$ cat src/rtl/freq_meter_pkg.sv
// Shared types and constants for the gated BCD frequency counter.
package freq_meter_pkg;

    localparam int              DIGIT_W    = 4;
    localparam logic [DIGIT_W-1:0] BCD_MAX    = 4'd9;
    localparam logic [DIGIT_W-1:0] BLANK_CODE = 4'hF;

    typedef enum logic {IDLE, COUNT} state_e;

    // Next value of one BCD digit; saturation wins over counting.
    function automatic logic [DIGIT_W-1:0] bcd_next(input logic [DIGIT_W-1:0] q,
                                                    input logic inc,
                                                    input logic sat);
        if (sat) return BCD_MAX;
        if (inc) return (q == BCD_MAX) ? 4'd0 : q + 4'd1;
        return q;
    endfunction

endpackage

$ cat src/rtl/bcd_digit_counter.sv
// One decade of the cascaded BCD counter: wraps 9->0 with carry, holds 9 when saturated.
module bcd_digit_counter
    import freq_meter_pkg::*;
(
    input  logic               clk,
    input  logic               rst_n,
    input  logic               clr,
    input  logic               inc,
    input  logic               sat,
    output logic [DIGIT_W-1:0] q,
    output logic               carry
);

    logic [DIGIT_W-1:0] q_q;

    always_ff @(posedge clk) begin
        if (!rst_n)   q_q <= '0;
        else if (clr) q_q <= '0;
        else          q_q <= bcd_next(q_q, inc, sat);
    end

    assign q     = q_q;
    assign carry = inc & (q_q == BCD_MAX);

endmodule

$ cat src/rtl/freq_counter_bcd.sv
// Gated frequency counter: counts sig_in rising edges per GATE_CYCLES window into packed BCD.
// Optional FREQ_LEADING_ZERO_BLANK_EN replaces leading zero digits with BLANK_CODE at latch time.
module freq_counter_bcd
    import freq_meter_pkg::*;
#(
    parameter int GATE_CYCLES = 50_000_000,
    parameter int NUM_DIGITS  = 6
) (
    input  logic                          clk,
    input  logic                          rst_n,
    input  logic                          en,
    input  logic                          sig_in,
    output logic [DIGIT_W*NUM_DIGITS-1:0] bcd_out,
    output logic                          valid,
    output logic                          overflow,
    output logic                          gate_active
);

    localparam int              GC_W      = $clog2(GATE_CYCLES);
    localparam logic [GC_W-1:0] GATE_LAST = GC_W'(GATE_CYCLES - 1);

    logic sync1_q, sync2_q, prev_q, edge_w;

    always_ff @(posedge clk) begin
        if (!rst_n) begin
            sync1_q <= 1'b0;
            sync2_q <= 1'b0;
            prev_q  <= 1'b0;
        end else begin
            sync1_q <= sig_in;
            sync2_q <= sync1_q;
            prev_q  <= sync2_q;
        end
    end

    assign edge_w = sync2_q & ~prev_q;

    state_e          state_q, state_d;
    logic [GC_W-1:0] gate_cnt_q, gate_cnt_d;
    logic            flag_q, flag_d;
    logic            terminal_w, clr_w, sat_w;
    logic [NUM_DIGITS:0]                    inc_w;
    logic [NUM_DIGITS-1:0][DIGIT_W-1:0]     dig_q, dig_nxt, lat_w;

    assign terminal_w = (state_q == COUNT) && (gate_cnt_q == GATE_LAST);
    assign clr_w      = (state_q != COUNT) || terminal_w || !en;
    assign inc_w[0]   = edge_w & (state_q == COUNT) & ~flag_q;
    // Carry out of the top digit saturates the chain in the same cycle.
    assign sat_w      = flag_q | inc_w[NUM_DIGITS];

    for (genvar i = 0; i < NUM_DIGITS; i++) begin : g_dig
        bcd_digit_counter u_dig (
            .clk   (clk),
            .rst_n (rst_n),
            .clr   (clr_w),
            .inc   (inc_w[i]),
            .sat   (sat_w),
            .q     (dig_q[i]),
            .carry (inc_w[i+1])
        );
        assign dig_nxt[i] = bcd_next(dig_q[i], inc_w[i], sat_w);
    end

`ifdef FREQ_LEADING_ZERO_BLANK_EN
    always_comb begin
        logic seen;
        lat_w = dig_nxt;
        seen  = 1'b0;
        for (int i = NUM_DIGITS - 1; i >= 1; i--) begin
            if (!seen && dig_nxt[i] == '0) lat_w[i] = BLANK_CODE;
            else                           seen     = 1'b1;
        end
    end
`else
    assign lat_w = dig_nxt;
`endif

    always_ff @(posedge clk) begin
        if (!rst_n) begin
            state_q    <= IDLE;
            gate_cnt_q <= '0;
            flag_q     <= 1'b0;
        end else begin
            state_q    <= state_d;
            gate_cnt_q <= gate_cnt_d;
            flag_q     <= flag_d;
        end
    end

    always_comb begin
        state_d    = state_q;
        gate_cnt_d = '0;
        flag_d     = 1'b0;
        case (state_q)
            IDLE: if (en) state_d = COUNT;
            COUNT: begin
                if (!en) begin
                    state_d = IDLE;
                end else if (!terminal_w) begin
                    gate_cnt_d = gate_cnt_q + GC_W'(1);
                    flag_d     = sat_w;
                end
            end
            default: state_d = IDLE;
        endcase
    end

    always_comb begin
        gate_active = (state_q == COUNT);
    end

    logic [NUM_DIGITS-1:0][DIGIT_W-1:0] bcd_q;
    logic                               valid_q, ovf_q;

    always_ff @(posedge clk) begin
        if (!rst_n) begin
            bcd_q   <= '0;
            valid_q <= 1'b0;
            ovf_q   <= 1'b0;
        end else begin
            valid_q <= terminal_w;
            if (terminal_w) begin
                bcd_q <= lat_w;
                ovf_q <= sat_w;
            end
        end
    end

    assign bcd_out  = bcd_q;
    assign valid    = valid_q;
    assign overflow = ovf_q;

endmodule
$ cat config.mk
export PLATFORM = sky130hd
export DESIGN_NAME = freq_counter_bcd
export DESIGN_NICKNAME = d
export VERILOG_FILES = /design/src/rtl/freq_meter_pkg.sv /design/src/rtl/bcd_digit_counter.sv /design/src/rtl/freq_counter_bcd.sv
export SDC_FILE = /design/constraint.sdc
export NUM_CORES = 1
export LEC_CHECK = 0
export BUFFER_PORTS_ARGS = -buffer_cell sky130_fd_sc_hd__clkbuf_2
export CAP_MARGIN = 0
export CORE_MARGIN = 1.5
export CORE_UTILIZATION = 61
export CTS_CLUSTER_SIZE = 12
export DETAILED_ROUTE_END_ITERATION = 7
export GPL_TIMING_DRIVEN = 0
export PLACE_DENSITY = 0.8
export SYNTH_ARGS = -nofsm -noshare
export SYNTH_HDL_FRONTEND = slang
export SYNTH_HIERARCHICAL = 1
export SYNTH_SLANG_ARGS = --single-unit
$ cat constraint.sdc
create_clock -name clk -period 6.9 [get_ports clk]
set_clock_uncertainty 0.1 [all_clocks]
set_input_delay 1.035 -clock clk [delete_from_list [all_inputs] [get_ports clk]]
set_output_delay 1.035 -clock clk [all_outputs]
set_load 0.05 [all_outputs]
==> flow_metrics.py <==
metrics = {
    "sta": {
        "grt_setup_unrepaired": "no",
        "layout_min_cycle_time_ns": 6.26,
        "setup-violations-final": 0,
        "fmax_ghz": 0.160,
        "fin_crit_sh_pct": 90.7,
        "hold_viol": 0,
        "tightest_slew_ns": 0.965,
        "slew_headroom_pct": 35.1,
        "final_max_slew_viol_count": 0,
    },
    "clock_network": {
        "clkTransAtPathRegs_ns": 0.09,
        "cts_buffers": 9,
        "htree_num_levels": 3,
        "root_buffer": "clkbuf_8",
        "cts.sinks": 81,
        "insertion_delay_ns": 0.36,
        "cts_max_path_buffers": 2,
        "cts_hold_repair.buffers": 0,
        "cts_tree": "done",
    },
    "placement": {
        "dp_cells": 626,
        "portBuffers": 30,
        "place_area_sq_um": 4750,
        "gp_congestion": 0.837,
        "place_hpwl_um": 7280,
    },
    "detailed_routing": {
        "viasPerCell": 6.34,
        "drt-total-wl_um": 10500,
        "topRoutingLayerUsed": "met4",
        "vias": 4059,
        "routedWlPerCell_um": 16.4,
        "dr.first_iter.drc_count": 286,
        "dr.pass1.iters": 5,
        "met1_length_um": 4750,
        "antenna_left": 0,
        "wl_met2_um": 4990,
        "drc_errors": 0,
        "wl_met3_um": 573,
    },
    "setup_path": {
        "cp_max_fo": 36,
        "r2r_cells": 19,
        "critPathKind": "reg2reg",
        "arrival_ns": 6.42,
        "critPathLaunchType": "flip-flop",
        "cp.required_ns": 7.06,
        "crit_path_end_kind": "flip-flop",
    },
    "run_status": {
        "status": "complete, no violations",
    },
    "cells_and_area": {
        "fin_cells": 640,
        "nFillCells": 590,
        "top_register": "gate_cnt_q",
        "largest_reg_flops": 26,
        "drive_gt1_share_pct": 17.7,
        "area_growth_syn_to_layout_pct": 11.6,
        "nets": 555,
        "antenna_cells": 0,
        "fin_area_sq_um": 5000,
    },
    "global_route": {
        "grt_pass1_vias": 3576,
        "grt-ovfl-total": 0,
        "grt_first_pass_wirelength_um": 17400,
        "grt_max_degree": 37,
        "antenna_found_initial": 0,
        "global_route.usage.total_pct": 28.2,
    },
    "synthesis": {
        "ys.flop_type": "dfxtp_1",
        "synth_edf_count": 0,
        "syn_inst": 497,
        "yosys_warnings": 6,
        "postSynthNetCount": 514,
        "synth_area_sq_um": 4480,
        "async_flop_share_pct": 0,
        "syn_avg_cell_area_sq_um": 9.01,
        "ys_types": 54,
        "yosysSeqAreaShare_pct": 36.2,
        "ys_seq_elements": 81,
    },
    "die": {
        "core_area_sq_um": 7180,
        "die_area_sq_um": 7860,
        "die_h_um": 88.7,
        "rows": 31,
        "ioPinCount": 31,
        "start_util_pct": 62.4,
        "dieWidth_um": 88.7,
    },
    "hold_path": {
        "hp-class": "reg2reg",
        "hold_path_depth": 1,
    },
    "pwr": {
        "finalPower_uw": 899,
        "leakage_nw": 1.49,
        "cellPowerDensity_nw_per_um2": 180,
        "irDropWorstVdd_v": 0.0000967,
    },
    "flow_run": {
        "cap_violations": 0,
    },
}
[per-stage QoR]
step	setup slack, ns	TNS, ns	utilization [%]	hold slack [ns]
after floorplan	1.01	0	-	0.312
after global placement	-0.247	-2.00	66.2	0.333
after detailed placement	-0.477	-8.35	66.2	0.336
after CTS	0.185	0	69.5	0.352
after global routing	0.122	0	69.6	0.376
final	0.642	0	69.6	0.349
[layout make-up]
class | count | area (sq um) | share of cell area, %
Clock buffer | 11 | 141 | 2.83
Multi-Input combinational cell | 357 | 2610 | 52.3
Timing Repair Buffer | 30 | 150 | 3.01
Clock inverter | 3 | 90.1 | 1.80
Buffer | 22 | 114 | 2.28
Tap cell | 99 | 124 | 2.48
Inverter | 37 | 143 | 2.86
Sequential cell | 81 | 1620 | 32.5
[cell families (layout without fill, tap and decap cells)]
logic type	count (synthesis)	after routing	share of synthesized area (%)
fa+ha+maj	13	13	3.63
xor+xnor	28	28	5.48
simple gates	175	175	26.8
buf+inv	59	103	5.65
flops	81	81	36.2
compound gates	141	141	22.2
[cells in the mapped netlist (2+ instances only)]
library cell  instances  area share (%)
a211oi_1             14             2.3
a211oi_2              6             1.7
a21oi_1              48             5.4
a221oi_1              6             1.2
a311oi_1              6             1.2
a31oi_1               6            0.84
and2_1                6            0.84
and3_1                8             1.1
and4_1                2            0.39
buf_2                 4            0.45
buf_4                 2            0.34
clkbuf_1             14             1.2
dfxtp_1              81              36
ha_1                 13             3.6
inv_1                36             3.0
nand2_1              21             1.8
nand2b_1              8             1.1
nand3_1              19             2.1
nand3b_1             12             2.0
nand3b_2              6             1.5
nand4_1               9             1.3
nand4b_1              5            0.98
nor2_1               11            0.92
nor2_2               10             1.4
nor2b_1               9             1.3
nor3_1                2            0.22
nor3b_1               2            0.34
nor3b_2               6             1.7
nor4_1                5            0.70
nor4b_2               6             2.0
o2111a_1              3            0.75
o2111ai_1            13             2.5
o211ai_1              4            0.67
o21ai_0              11             1.2
o31ai_1              19             3.2
or3_1                 7            0.98
or4_1                11             1.8
or4b_1                3            0.67
or4b_2                2            0.45
xnor2_1              16             3.1
xor2_1               12             2.3
[per-layer routing]
layer | up-vias | track usage, %
li1 | 1953 | -
met1 | 1953 | 38.9
met2 | 135 | 45.0
met3 | 18 | 5.32
met4 | 0 | 8.66
met5 | - | 0
[path summary, 6_finish.rpt]
path	startpoint	slack, ns	end
worst max-delay path	gate_active$_SDFF_PN0_	0.64	bcd_out[3]$_SDFFE_PN0P_
worst min register to register	sync2_q$_SDFF_PN0_	0.35	prev_q$_SDFF_PN0_
worst max register to register	gate_active$_SDFF_PN0_	0.64	bcd_out[3]$_SDFFE_PN0P_
worst min-delay path	sync2_q$_SDFF_PN0_	0.35	prev_q$_SDFF_PN0_
[timing repair]
action | in CTS | in global routing
endpoints found under the setup margin | 30 | 50
pin swaps | 0 | 0
resized for setup | 2 | 3
buffers inserted | 0 | 0
[report_power, final]
group	leakage [nW]	internal, mW	switching (mW)	total, mW
Combinational	0.721	0.00414	0.0135	0.0176
Sequential	0.653	0.468	0.000607	0.469
Clock	0.115	0.247	0.166	0.413
Total	1.49	0.719	0.180	0.899
[cells in the final DEF (no fill, tap or decap), types with 10 or more instances in the layout]
| cell | n |
|---|---|
| a211oi_1 | 14 |
| a21oi_1 | 48 |
| clkbuf_1 | 15 |
| clkbuf_2 | 30 |
| clkbuf_8 | 10 |
| dfxtp_1 | 81 |
| ha_1 | 13 |
| inv_1 | 35 |
| nand2_1 | 21 |
| nand3_1 | 19 |
| nand3b_1 | 12 |
| nor2_2 | 14 |
| o2111ai_1 | 13 |
| o21ai_0 | 11 |
| o31ai_1 | 19 |
| or4_1 | 11 |
| xnor2_1 | 16 |
| xor2_1 | 12 |
[worst max-delay path: stages, from the launching register on]
cell and delay (ns):
dfxtp_1 0.34, clkbuf_1 0.42, nor4bb_1 0.29, clkbuf_1 0.48, inv_1 0.17, nor2_2 0.41
inv_1 0.15, nor2_1 0.54, inv_1 0.19, nor2_2 0.46, inv_1 0.17, nor2_2 0.44
inv_1 0.15, nor2_2 0.43, inv_1 0.14, nor2_1 0.18, nor2_1 0.11, clkinvlp_4 0.53
a221oi_1 0.14, a211oi_1 0.30
No activity file was read; power rests on OpenSTA's default activity.
